--- config.mk ---
export PLATFORM = sky130hd
export DESIGN_NAME = mem_lsu_flat
export DESIGN_NICKNAME = d
export VERILOG_FILES = /design/src/rtl/mem_lsu_if.sv /design/src/rtl/mem_lsu.sv /design/src/flat_wrapper.sv
export SDC_FILE = /design/constraint.sdc
export NUM_CORES = 1
export LEC_CHECK = 0
export CORE_MARGIN = 3
export CORE_UTILIZATION = 30
export CTS_CLUSTER_SIZE = 40
export DETAILED_ROUTE_END_ITERATION = 8
export GPL_ROUTABILITY_DRIVEN = 1
export REMOVE_ABC_BUFFERS = 1
export SLEW_MARGIN = 0
export SYNTH_ARGS = -nofsm -noshare
export SYNTH_HDL_FRONTEND = slang
export SYNTH_SLANG_ARGS = --single-unit
--- constraint.sdc ---
create_clock -name clk -period 2.1 [get_ports clk]
set_clock_uncertainty 0.15 [all_clocks]
set_input_delay 0.42 -clock clk [delete_from_list [all_inputs] [get_ports clk]]
set_output_delay 0.42 -clock clk [all_outputs]
set_load 0.005 [all_outputs]
--- src/rtl/mem_lsu_if.sv ---
// Data-bus bundle between the load/store unit (master) and the data memory (slave).
interface mem_lsu_if;
    logic        bus_req_o;
    logic        bus_we_o;
    logic [31:0] bus_addr_o;
    logic [3:0]  bus_sel_o;
    logic [31:0] bus_wdata_o;
    logic [31:0] bus_rdata_i;
    logic        bus_ack_i;

    modport master (
        output bus_req_o, bus_we_o, bus_addr_o, bus_sel_o, bus_wdata_o,
        input  bus_rdata_i, bus_ack_i
    );

    modport slave (
        input  bus_req_o, bus_we_o, bus_addr_o, bus_sel_o, bus_wdata_o,
        output bus_rdata_i, bus_ack_i
    );
endinterface

--- src/rtl/mem_lsu.sv ---
// MEM-stage load/store unit: big-endian byte lanes, stalls the pipeline across a bus transfer.
// Optional LL/SC link bit enabled by defining LLSC_EN.
module mem_lsu (
    input  logic        clk,
    input  logic        rst,
    input  logic [7:0]  aluop_i,
    input  logic [31:0] mem_addr_i,
    input  logic [31:0] reg2_i,
    input  logic [4:0]  wd_i,
    input  logic        wreg_i,
    input  logic [31:0] wdata_i,
    mem_lsu_if.master   bus,
    output logic        stallreq_o,
    output logic [4:0]  wd_o,
    output logic        wreg_o,
    output logic [31:0] wdata_o,
    output logic        align_err_o
`ifdef LLSC_EN
    ,
    input  logic        llbit_clr_i
`endif
);

    localparam logic [7:0] OP_LB  = 8'b11100000;
    localparam logic [7:0] OP_LBU = 8'b11100100;
    localparam logic [7:0] OP_LH  = 8'b11100001;
    localparam logic [7:0] OP_LHU = 8'b11100101;
    localparam logic [7:0] OP_LW  = 8'b11100011;
    localparam logic [7:0] OP_LL  = 8'b11110000;
    localparam logic [7:0] OP_SB  = 8'b11101000;
    localparam logic [7:0] OP_SH  = 8'b11101001;
    localparam logic [7:0] OP_SW  = 8'b11101011;
    localparam logic [7:0] OP_SC  = 8'b11111000;

    localparam logic [1:0] SZ_BYTE = 2'd0;
    localparam logic [1:0] SZ_HALF = 2'd1;
    localparam logic [1:0] SZ_WORD = 2'd2;

    typedef enum logic [1:0] {IDLE, REQ, DONE} state_t;
    state_t state, state_nxt;

    logic        dec_mem, dec_we, dec_sgn;
    logic [1:0]  dec_size;
    logic [3:0]  dec_sel;
    logic [31:0] dec_wdata;
    logic        misalign, sc_fail, start;

    logic [29:0] q_waddr;
    logic [3:0]  q_sel;
    logic        q_we, q_sgn, q_wreg;
    logic [31:0] q_wdata;
    logic [1:0]  q_size, q_off;
    logic [4:0]  q_wd;
    logic [31:0] rdata_q;
    logic [7:0]  ld_byte;
    logic [15:0] ld_half;
    logic [31:0] ld_data;
`ifdef LLSC_EN
    logic        dec_ll, dec_sc, q_ll, q_sc, llbit;
`endif

    always_comb begin
        dec_mem  = 1'b0;
        dec_we   = 1'b0;
        dec_sgn  = 1'b0;
        dec_size = SZ_WORD;
`ifdef LLSC_EN
        dec_ll   = 1'b0;
        dec_sc   = 1'b0;
`endif
        case (aluop_i)
            OP_LB:  begin dec_mem = 1'b1; dec_size = SZ_BYTE; dec_sgn = 1'b1; end
            OP_LBU: begin dec_mem = 1'b1; dec_size = SZ_BYTE; end
            OP_LH:  begin dec_mem = 1'b1; dec_size = SZ_HALF; dec_sgn = 1'b1; end
            OP_LHU: begin dec_mem = 1'b1; dec_size = SZ_HALF; end
            OP_LW:  dec_mem = 1'b1;
            OP_LL:  begin
                dec_mem = 1'b1;
`ifdef LLSC_EN
                dec_ll  = 1'b1;
`endif
            end
            OP_SB:  begin dec_mem = 1'b1; dec_we = 1'b1; dec_size = SZ_BYTE; end
            OP_SH:  begin dec_mem = 1'b1; dec_we = 1'b1; dec_size = SZ_HALF; end
            OP_SW:  begin dec_mem = 1'b1; dec_we = 1'b1; end
            OP_SC:  begin
                dec_mem = 1'b1;
                dec_we  = 1'b1;
`ifdef LLSC_EN
                dec_sc  = 1'b1;
`endif
            end
            default: ;
        endcase
    end

    // Lane 0 is the most significant byte (big-endian); sub-word stores replicate across lanes.
    always_comb begin
        case (dec_size)
            SZ_BYTE: begin
                dec_sel   = 4'b1000 >> mem_addr_i[1:0];
                dec_wdata = {4{reg2_i[7:0]}};
            end
            SZ_HALF: begin
                dec_sel   = mem_addr_i[1] ? 4'b0011 : 4'b1100;
                dec_wdata = {2{reg2_i[15:0]}};
            end
            default: begin
                dec_sel   = '1;
                dec_wdata = reg2_i;
            end
        endcase
    end

    always_comb begin
        misalign = dec_mem && ((dec_size == SZ_HALF && mem_addr_i[0]) ||
                               (dec_size == SZ_WORD && mem_addr_i[1:0] != 2'b00));
`ifdef LLSC_EN
        sc_fail  = dec_sc && !llbit;
`else
        sc_fail  = 1'b0;
`endif
        start    = dec_mem && !misalign && !sc_fail;
    end

    // Request attributes are frozen on issue so the bus sees them stable during REQ.
    always_ff @(posedge clk) begin
        if (rst) begin
            q_waddr <= '0;
            q_sel   <= '0;
            q_we    <= 1'b0;
            q_wdata <= '0;
            q_size  <= '0;
            q_off   <= '0;
            q_sgn   <= 1'b0;
            q_wd    <= '0;
            q_wreg  <= 1'b0;
            rdata_q <= '0;
`ifdef LLSC_EN
            q_ll    <= 1'b0;
            q_sc    <= 1'b0;
`endif
        end else begin
            if (state == IDLE && start) begin
                q_waddr <= mem_addr_i[31:2];
                q_sel   <= dec_sel;
                q_we    <= dec_we;
                q_wdata <= dec_wdata;
                q_size  <= dec_size;
                q_off   <= mem_addr_i[1:0];
                q_sgn   <= dec_sgn;
                q_wd    <= wd_i;
                q_wreg  <= wreg_i;
`ifdef LLSC_EN
                q_ll    <= dec_ll;
                q_sc    <= dec_sc;
`endif
            end
            if (state == REQ && bus.bus_ack_i)
                rdata_q <= bus.bus_rdata_i;
        end
    end

`ifdef LLSC_EN
    always_ff @(posedge clk) begin
        if (rst || llbit_clr_i)
            llbit <= 1'b0;
        else if (state == DONE && q_ll)
            llbit <= 1'b1;
        else if (state == DONE && q_sc)
            llbit <= 1'b0;
    end
`endif

    always_comb begin
        case (q_off)
            2'd0:    ld_byte = rdata_q[31:24];
            2'd1:    ld_byte = rdata_q[23:16];
            2'd2:    ld_byte = rdata_q[15:8];
            default: ld_byte = rdata_q[7:0];
        endcase
        ld_half = q_off[1] ? rdata_q[15:0] : rdata_q[31:16];
        case (q_size)
            SZ_BYTE: ld_data = {{24{q_sgn & ld_byte[7]}}, ld_byte};
            SZ_HALF: ld_data = {{16{q_sgn & ld_half[15]}}, ld_half};
            default: ld_data = rdata_q;
        endcase
    end

    always_ff @(posedge clk) begin
        if (rst)
            state <= IDLE;
        else
            state <= state_nxt;
    end

    always_comb begin
        state_nxt = state;
        case (state)
            IDLE:    if (start) state_nxt = REQ;
            REQ:     if (bus.bus_ack_i) state_nxt = DONE;
            DONE:    state_nxt = IDLE;
            default: state_nxt = IDLE;
        endcase
    end

    always_comb begin
        bus.bus_req_o   = 1'b0;
        bus.bus_we_o    = 1'b0;
        bus.bus_addr_o  = '0;
        bus.bus_sel_o   = '0;
        bus.bus_wdata_o = '0;
        stallreq_o      = 1'b0;
        wd_o            = '0;
        wreg_o          = 1'b0;
        wdata_o         = '0;
        align_err_o     = 1'b0;
        if (!rst) begin
            case (state)
                IDLE: begin
                    if (!dec_mem) begin
                        wd_o    = wd_i;
                        wreg_o  = wreg_i;
                        wdata_o = wdata_i;
                    end else if (misalign) begin
                        align_err_o = 1'b1;
                        wd_o        = wd_i;
                    end else if (sc_fail) begin
                        wd_o   = wd_i;
                        wreg_o = 1'b1;
                    end else begin
                        stallreq_o = 1'b1;
                    end
                end
                REQ: begin
                    bus.bus_req_o   = 1'b1;
                    bus.bus_we_o    = q_we;
                    bus.bus_addr_o  = {q_waddr, 2'b00};
                    bus.bus_sel_o   = q_sel;
                    bus.bus_wdata_o = q_wdata;
                    stallreq_o      = 1'b1;
                end
                DONE: begin
                    wd_o = q_wd;
                    if (!q_we) begin
                        wreg_o  = q_wreg;
                        wdata_o = ld_data;
                    end
`ifdef LLSC_EN
                    else if (q_sc) begin
                        wreg_o  = 1'b1;
                        wdata_o = 32'd1;
                    end
`endif
                end
                default: ;
            endcase
        end
    end

endmodule

--- src/flat_wrapper.sv ---
// flat-port wrapper written by rule: the top's interface ports become plain ports
module mem_lsu_flat 
  (clk, rst, aluop_i, mem_addr_i, reg2_i, wd_i, wreg_i, wdata_i, stallreq_o, wd_o, wreg_o, wdata_o, align_err_o, bus_bus_req_o, bus_bus_we_o, bus_bus_addr_o, bus_bus_sel_o, bus_bus_wdata_o, bus_bus_rdata_i, bus_bus_ack_i);
  mem_lsu_if bus_i ();
  input  logic clk;
  input  logic rst;
  input  logic [7:0] aluop_i;
  input  logic [31:0] mem_addr_i;
  input  logic [31:0] reg2_i;
  input  logic [4:0] wd_i;
  input  logic wreg_i;
  input  logic [31:0] wdata_i;
  output logic stallreq_o;
  output logic [4:0] wd_o;
  output logic wreg_o;
  output logic [31:0] wdata_o;
  output logic align_err_o;
  output wire logic [$bits(bus_i.bus_req_o)-1:0] bus_bus_req_o;
  output wire logic [$bits(bus_i.bus_we_o)-1:0] bus_bus_we_o;
  output wire logic [$bits(bus_i.bus_addr_o)-1:0] bus_bus_addr_o;
  output wire logic [$bits(bus_i.bus_sel_o)-1:0] bus_bus_sel_o;
  output wire logic [$bits(bus_i.bus_wdata_o)-1:0] bus_bus_wdata_o;
  input wire logic [$bits(bus_i.bus_rdata_i)-1:0] bus_bus_rdata_i;
  input wire logic [$bits(bus_i.bus_ack_i)-1:0] bus_bus_ack_i;
  assign bus_bus_req_o = bus_i.bus_req_o;
  assign bus_bus_we_o = bus_i.bus_we_o;
  assign bus_bus_addr_o = bus_i.bus_addr_o;
  assign bus_bus_sel_o = bus_i.bus_sel_o;
  assign bus_bus_wdata_o = bus_i.bus_wdata_o;
  assign bus_i.bus_rdata_i = bus_bus_rdata_i;
  assign bus_i.bus_ack_i = bus_bus_ack_i;
  mem_lsu u_core (.clk(clk), .rst(rst), .aluop_i(aluop_i), .mem_addr_i(mem_addr_i), .reg2_i(reg2_i), .wd_i(wd_i), .wreg_i(wreg_i), .wdata_i(wdata_i), .bus(bus_i), .stallreq_o(stallreq_o), .wd_o(wd_o), .wreg_o(wreg_o), .wdata_o(wdata_o), .align_err_o(align_err_o));
endmodule
* Word-level counts from Yosys, hierarchy flattened
Cells that the tools add are included.
** Storage, ports and cells
- Output and inout port bits :: 110
- Latch bits :: 0
- Memories kept :: 0
- Memory bits (writable) :: 0
- ROM bits :: 0
- Register bits after elaboration :: 112
- Bits of input ports :: 145
** Operators by class
- Div/mod/pow operators :: 0
- Eq/ne operators :: 19
- Multipliers :: 0
- Add/sub/neg operators :: 0
- Reduce and logical (&&, ||, !) cells :: 19
- Bitwise operators :: 2
- Shifts and indexed selects :: 1
- Muxes and demuxes :: 43
- Order comparisons :: 0
** Operator list (number)
- $mux 32 :: 7
- $pmux 32 s2 :: 3
- $eq 8x8->1 const B :: 10
- $pmux 8 s3 :: 1
- $mux 1 :: 17
- $mux 16 :: 1
- $mux 5 :: 3
- $mux 4 :: 3
- $pmux 5 s2 :: 1
- $reduce_or 10->1 :: 1
- $eq 2x1->1 const B :: 4
- $logic_not 2->1 :: 4
- $pmux 2 s2 :: 2
- $pmux 4 s2 :: 1
- $eq 2x2->1 const B :: 3
- $logic_and 1x1->1 :: 6
- $reduce_or 3->1 :: 2
- $mux 2 :: 2
- $pmux 1 s2 :: 2
- $reduce_or 4->1 :: 1
- $shr 4x2->4 const A :: 1
- $and 1x1->1 :: 2
- $ne 2x1->1 const B :: 1
- $ne 2x2->1 const B :: 1
- other kinds (5) :: 5

* Logic depth before layout (Yosys ltp)
Gate-level depths: netlist of run 1.
- Word-level depth :: 11
- Mapped depth :: 8
- Mapped depth without buffers :: 4

* Least setup slack after synthesis of run 1
No wires, ideal clock.
- Path kind :: input port to output port
- From :: input aluop_i[0]
- To :: output wdata_o[13]
- Path slack :: -220 ps
- Stages on the path :: 5
- Path buffers :: 2
- Arrival :: 1750 ps
- Data required time :: 1530 ps
- Cells stage by stage :: buf_2 mux2i_1 a31oi_1 buf_2 a221o_1
** Between the ends
- Cells in the longest elaborated chain, start to end :: 6
** RTL lines
- from (decl) :: line flat_wrapper.sv:7 : input logic [7:0] aluop_i;
- $eq 8x8->1 :: line mem_lsu.sv:71 : case (aluop_i)
- $reduce_or 10->1 (no line) (*)
- $mux 1 (*) :: line mem_lsu.sv:71
- $mux 32 (*) :: line mem_lsu.sv:221 : if (!dec_mem) begin
- $pmux 32 s2 (*) :: line mem_lsu.sv:219 : case (state)
- $mux 32 (*) :: line mem_lsu.sv:218 : if (!rst) begin
- to (decl) :: line flat_wrapper.sv:16 : output logic [31:0] wdata_o;
Every way passes the cells marked *; elsewhere a longest branch is shown, timed or not.

* Final worst setup path of run 1
- From :: register u_core.q_off[1]
- To :: output wdata_o[22]
** Between the ends
- Cells in the longest elaborated chain, start to end :: 7
** RTL lines
- from (decl) :: line mem_lsu.sv:52 : logic [1:0] q_size, q_off;
- from (signal assigned) :: line mem_lsu.sv:150 : q_off <= mem_addr_i[1:0];
- $eq 2x2->1 (tied with other cells) :: line mem_lsu.sv:176 : case (q_off)
- $pmux 8 s3 :: line mem_lsu.sv:176
- $and 1x1->1 :: line mem_lsu.sv:184 : SZ_BYTE: ld_data = {{24{q_sgn & ld_byte[7]}}, ld_byte};
- $pmux 32 s2 (*) :: line mem_lsu.sv:183 : case (q_size)
- $mux 32 (*) :: line mem_lsu.sv:245 : if (!q_we) begin
- $pmux 32 s2 (*) :: line mem_lsu.sv:219
- $mux 32 (*) :: line mem_lsu.sv:218
Marks and branches as above.

==> results of run 1 <==
-- routing by layer --
metal / global-route usage, % / share of wire (%) / vias to the layer above
li1: - / - / 3706
met2: 39.5 / 48 / 324
met5: 0 / 0 / -
met1: 29.1 / 41 / 3705
met4: 6.10 / 2.0 / 0
met3: 6.64 / 8.6 / 38
-- cells by family after synthesis --
| logic type | after synthesis | synth area share, % |
|---|---|---|
| buffers and inverters | 98 | 6.76 |
| AND/OR/NAND/NOR | 250 | 21.1 |
| multiplexers | 48 | 7.79 |
| other | 1 | 0.0574 |
| AO/OA/AOI/OAI | 288 | 30.0 |
| flip-flops | 112 | 34.3 |
-- area by class of cell --
type / instances / area share (%)
Clock buffer: 9 / 1.88
Clock inverter: 7 / 0.617
Inverter: 3 / 0.115
Multi-Input combinational cell: 588 / 36.9
Sequential cell: 112 / 18.9
Tap cell: 275 / 2.88
Timing Repair Buffer: 445 / 38.7
-- worst paths after layout --
| path | startpoint | to | slack, ns | depth (start not counted) |
|---|---|---|---|---|
| max | u_core.q_off[1] | wdata_o[22] | -0.73 | 7 |
| min | u_core.rdata_q[4] | u_core.rdata_q[4] | 0.30 | 2 |
| min reg2reg | u_core.rdata_q[4] | u_core.rdata_q[4] | 0.30 | 2 |
| max reg2reg | u_core.state[0] | u_core.q_wdata[22] | 0.11 | 9 |
-- sequential cells by signal (all words and copies together) (netlist names) --
| register | cells |
|---|---|
| u_core.rdata_q | 32 |
| u_core.q_sgn | 1 |
| u_core.q_wreg | 1 |
| u_core.q_waddr | 30 |
| u_core.q_wdata | 32 |
| u_core.state | 2 |
| u_core.q_off | 2 |
| u_core.q_size | 2 |
| u_core.q_wd | 5 |
| u_core.q_sel | 4 |
| u_core.q_we | 1 |
-- synth_stat cells (7+ instances only) --
cell type	instances	area share, %
a211o_1	9	1.2
a211oi_1	24	2.8
a21oi_1	106	8.1
a22oi_1	17	2.0
a31oi_1	22	2.1
a32o_1	13	2.0
and2_1	70	6.7
and3_1	8	0.77
buf_2	32	2.5
buf_4	7	0.80
clkbuf_1	51	2.9
dfxtp_1	112	34
mux2i_1	43	6.6
nand2_1	74	4.2
nand2b_1	13	1.2
nand4_1	48	4.6
nor2_1	9	0.52
o21bai_1	12	1.4
o31ai_1	46	5.3
-- cell usage in the layout (no fill, tap or decap), types with 16 or more instances in the layout --
cell             Yosys  final
a22oi_1             17     16
clkdlybuf4s50_1      0    135
dfxtp_1            112    107
nand2_1             74     74
a21oi_1            106     91
a31oi_1             22     21
nand4_1             48     48
a211oi_1            24     17
o31ai_1             46     37
buf_2               32     36
buf_6                1    128
buf_12               0     24
mux2i_1             43     41
and2_4               0     67
buf_4                7     94
-- power by group --
part / internal, mW / total [mW] / switching, mW
Combinational: 0.513 / 0.918 / 0.405
Sequential: 2.13 / 2.13 / 0.00721
Clock: 0.846 / 1.78 / 0.931
Total: 3.49 / 4.83 / 1.34
-- per-stage QoR --
stage               setup slack (ns)  hold WS, ns  total power [mW]  instance area (um^2)  util (%)
floorplan                      -2.49        0.277              2.40                  6110         -
global placement               -1.09        0.291              3.01                 10100      47.6
detailed placement             -1.13        0.295              3.01                 10100      47.6
CTS                           -0.753        0.302              4.81                 11600      54.9
global route                  -0.808        0.337              5.02                 12000      56.4
finish                        -0.730        0.304              4.83                 12000      56.4
-- what timing repair did --
action                     in CTS  in global routing
gates cloned                   10                  5
buffers inserted               64                 18
setup endpoints to repair     186                181
gates resized for setup       657                117
pin swaps                      76                 45
-- worst reg2reg max path, cell delays in order, from the launching register on --
cell	delay, ns
dfxtp_4	0.35
buf_6	0.11
buf_6	0.11
nor2_1	0.14
nand4_1	0.16
buf_4	0.19
nor3_4	0.19
buf_4	0.19
buf_2	0.18
a211oi_1	0.09
==> metrics.txt, run 1 <==
Syn Inst Count 797; Nets 1304; Fin Setup TNS -37.31 ns; CTS Buf Count 9; status finished, violations left; Die Area 23600 um^2; DR DRC count 0; number of setup violations in the final report 108; Slowest-stage cell, CP mux4_2; initial core utilization 30.8%; Pwr per Cell Area 404 nW/um^2; level count of the clock H-tree 3; antenna violations before repair 0; Layout area overhead 83.0%; hold_buf cts 0; DR vias 7773; FF+latch count, synth 112; failing checks negative setup slack; sequential area share after synthesis 34.3%; clock latency on the worst-skew pair 0.35 ns; RSZ-0062 raised after global routing true; worst setup margin -0.730 ns; Max Buffers Root-to-Sink 2; fmax 0.353 GHz; largest net degree at the start of global routing 69; CP Data Arrival Time 2.26 ns; Synth cell types 53; fill count 1949; final worst path period share 135%; min Tclk post-route 2.83 ns; first-pass GRT wire length 44200 um; diode count 0; Total Wirelength 29200 um; clk root buf clkbuf_16; drt wl/cell 20.3 um; DP Cell Count 1347; row count 53; IO Pins 255; CTS sink cnt 112; HPWL Detailed 18600 um; Syn Area/Cell 8.20 um^2; CP delay by family, top multiplexers; worst-path fanout max 5; 1st-pass router iterations 7; worst endpoint required time 1.53 ns; Die Y 154 um; Worst-Margin Slew 0.548 ns; final slew viol count 0; endpoint class of the critical path output port; sequential standard cell area 2260 um^2; static leakage 4.72 nW; GP Congestion 0.877; ANT nets after route 0; layout cells sized above 1 39.6%; Slew HR 63.5%; crit path launch type register; vias in the first global route 7926; clock transition at the registers of the reported paths 0.08 ns; Finished Layout Cells 1439; synthesized cell area 6540 um^2; chip width 154 um; GRT Total Usage 23.3%; GR Overflow Total 0; Multi-input gate area 4420 um^2; number of max-cap violations 0; Initial DRC Count 449; Buffers on Ports 252; Worst path max stage delay 0.54 ns; Ys Warns 0; critical path class register to output port; Max VDD drop 0.381 mV; Hold WC Path Type register to register; WP buf/inv 3; Core Area 21200 um^2; ys async rst share 0%; number of synthesized flops with an enable pin 0; number of hold violations in the final report 0; vias per inst 5.40; Most used DFF post-synth dfxtp_1; CTS tree done; CP Cell Sequence mux4_2 > mux2_4 > nand4b_1 > clkbuf_16 > buf_6 > a21oi_2 > buf_2
(Power assumes the default switching activity.)
==> inputs of run 2 (changes only) <==
Settings changed: CORE_MARGIN 3 to 10.
==> metrics.txt, run 2 (same netlist as run 1, synthesis figures left out) <==
GRT Total Usage 20.3%; Worst-Margin Slew 0.700 ns; Buffers on Ports 252; 1st-pass router iterations 5; critical path class register to output port; Hold WC Path Type input port to register; fmax 0.378 GHz; Layout area overhead 73.6%; vias per inst 5.38; Final Core Density 53.5%; final slew viol count 0; antenna violations before repair 3; Fin Setup TNS -36.19 ns; Largest regs u_core.q_wdata x32, u_core.rdata_q x32, u_core.q_waddr x30; Pwr per Cell Area 420 nW/um^2; worst r2r path cells 8; CP Data Arrival Time 2.08 ns; largest net degree at the start of global routing 88; Hold Slack 0.291 ns; CTS tree done; most frequent cells in the layout clkdlybuf4s50_1, dfxtp_1, a21oi_1, buf_6, buf_4; DR vias 7561; GR Overflow Total 0; Die Area 28100 um^2; CTS Buf Count 9; RSZ-0062 raised after global routing true; static leakage 4.44 nW; final instance area 11300 um^2; Initial DRC Count 558; first-pass GRT wire length 46000 um; Post-DP Area 10100 um^2; number of hold violations in the final report 0; chip width 168 um; Worst Hold Endpoint u_core.state[0]; drt wl/cell 21.4 um; vias in the first global route 7768; endpoint class of the critical path output port; min Tclk post-route 2.65 ns; hold_buf cts 0; worst-path fanout max 6; clk root buf clkbuf_16; worst endpoint required time 1.53 ns; status finished, violations left; clock transition at the registers of the reported paths 0.08 ns; IO Pins 255; DR DRC count 0; hold path depth 3; row count 53; GP Congestion 0.860; level count of the clock H-tree 3; initial core utilization 30.8%; CTS sink cnt 112; R2R Path Start u_core.state[1]; Total Wirelength 30100 um; Max VDD drop 0.393 mV; HPWL Detailed 20400 um; number of max-cap violations 0; layout cells sized above 1 35.6%; ANT nets after route 0; reg2reg end u_core.q_waddr[15]; clock latency on the worst-skew pair 0.35 ns; worst setup margin -0.547 ns; crit path launch type register; startpoint of the worst hold path rst; Max Buffers Root-to-Sink 2; R2R Setup Slk 0.21 ns; commonest non-fill, non-tap cell in the layout clkdlybuf4s50_1; failing checks negative setup slack; final worst path period share 126%; Slew HR 53.4%; Nets 1270; Core Area 21200 um^2; Die Y 168 um; number of setup violations in the final report 108
==> run 2: layer usage <==
layer | routed length, um | GRT usage (%) | vias up
met5 | 23 | 0 | -
met4 | 668 | 6.78 | 4
met3 | 3010 | 7.42 | 36
met2 | 13700 | 31.8 | 330
met1 | 12700 | 25.1 | 3562
li1 | - | - | 3629
==> run 2: repair_timing <==
| item | 4_1_cts | 5_1_grt |
|---|---|---|
| setup endpoints to repair | 186 | 182 |
| cloned | 7 | 1 |
| pin swaps | 41 | 46 |
| hold endpoints to repair | 0 | 0 |
| gates resized for setup | 572 | 140 |
| setup buffers | 38 | 15 |
==> run 2: layout make-up <==
type	count	area (um^2)
clock buffer	9	225
antenna	1	2.50
timing repair buffer	411	4200
tap	275	344
inverter	3	13.8
multi-input combinational	588	4230
sequential	112	2250
clock inverter	7	77.6
fill	1982	9880
==> run 2: critical path, stage by stage (launching register included) <==
cell	delay, ns
dfxtp_4	0.37
buf_6	0.11
or3_4	0.41
a31oi_4	0.28
clkbuf_16	0.21
buf_12	0.10
a32o_1	0.12
buf_2	0.12
==> run 2: power breakdown <==
part           internal, mW  leakage [nW]  switching [mW]
logic                 0.471          3.40           0.385
registers              2.13         0.905         0.00634
clock network         0.846         0.144           0.925
total                  3.45          4.44            1.32
==> run 2: worst max path at each step <==
stage / startpoint / cells after the start / endpoint / slack [ns]
2_1_floorplan: aluop_i[2] / 4 / u_core.q_sgn / -2.49
3_3_place_gp: aluop_i[1] / 9 / wdata_o[25] / -1.04
3_5_place_dp: aluop_i[3] / 7 / wd_o[1] / -1.08
4_1_cts: u_core.q_off[1] / 6 / wdata_o[25] / -0.62
5_1_grt: u_core.q_off[1] / 6 / wdata_o[29] / -0.63
6_report: u_core.state[1] / 7 / wdata_o[4] / -0.55
==> run 2: metrics by stage <==
step                      std cells  worst slack [ns]  power, mW
final                          1406            -0.547       4.76
after global routing           1406            -0.626       4.95
after CTS                      1404            -0.616       4.81
after detailed placement       1347             -1.08       3.00
after global placement         1347             -1.04       3.00
after floorplan                 703             -2.49       2.40
==> inputs of run 3 (changes only) <==
Settings changed: CTS_CLUSTER_SIZE 40 to 24.
==> results of run 3 <==
Final layout, timing and power as in run 2 (identical DEF).
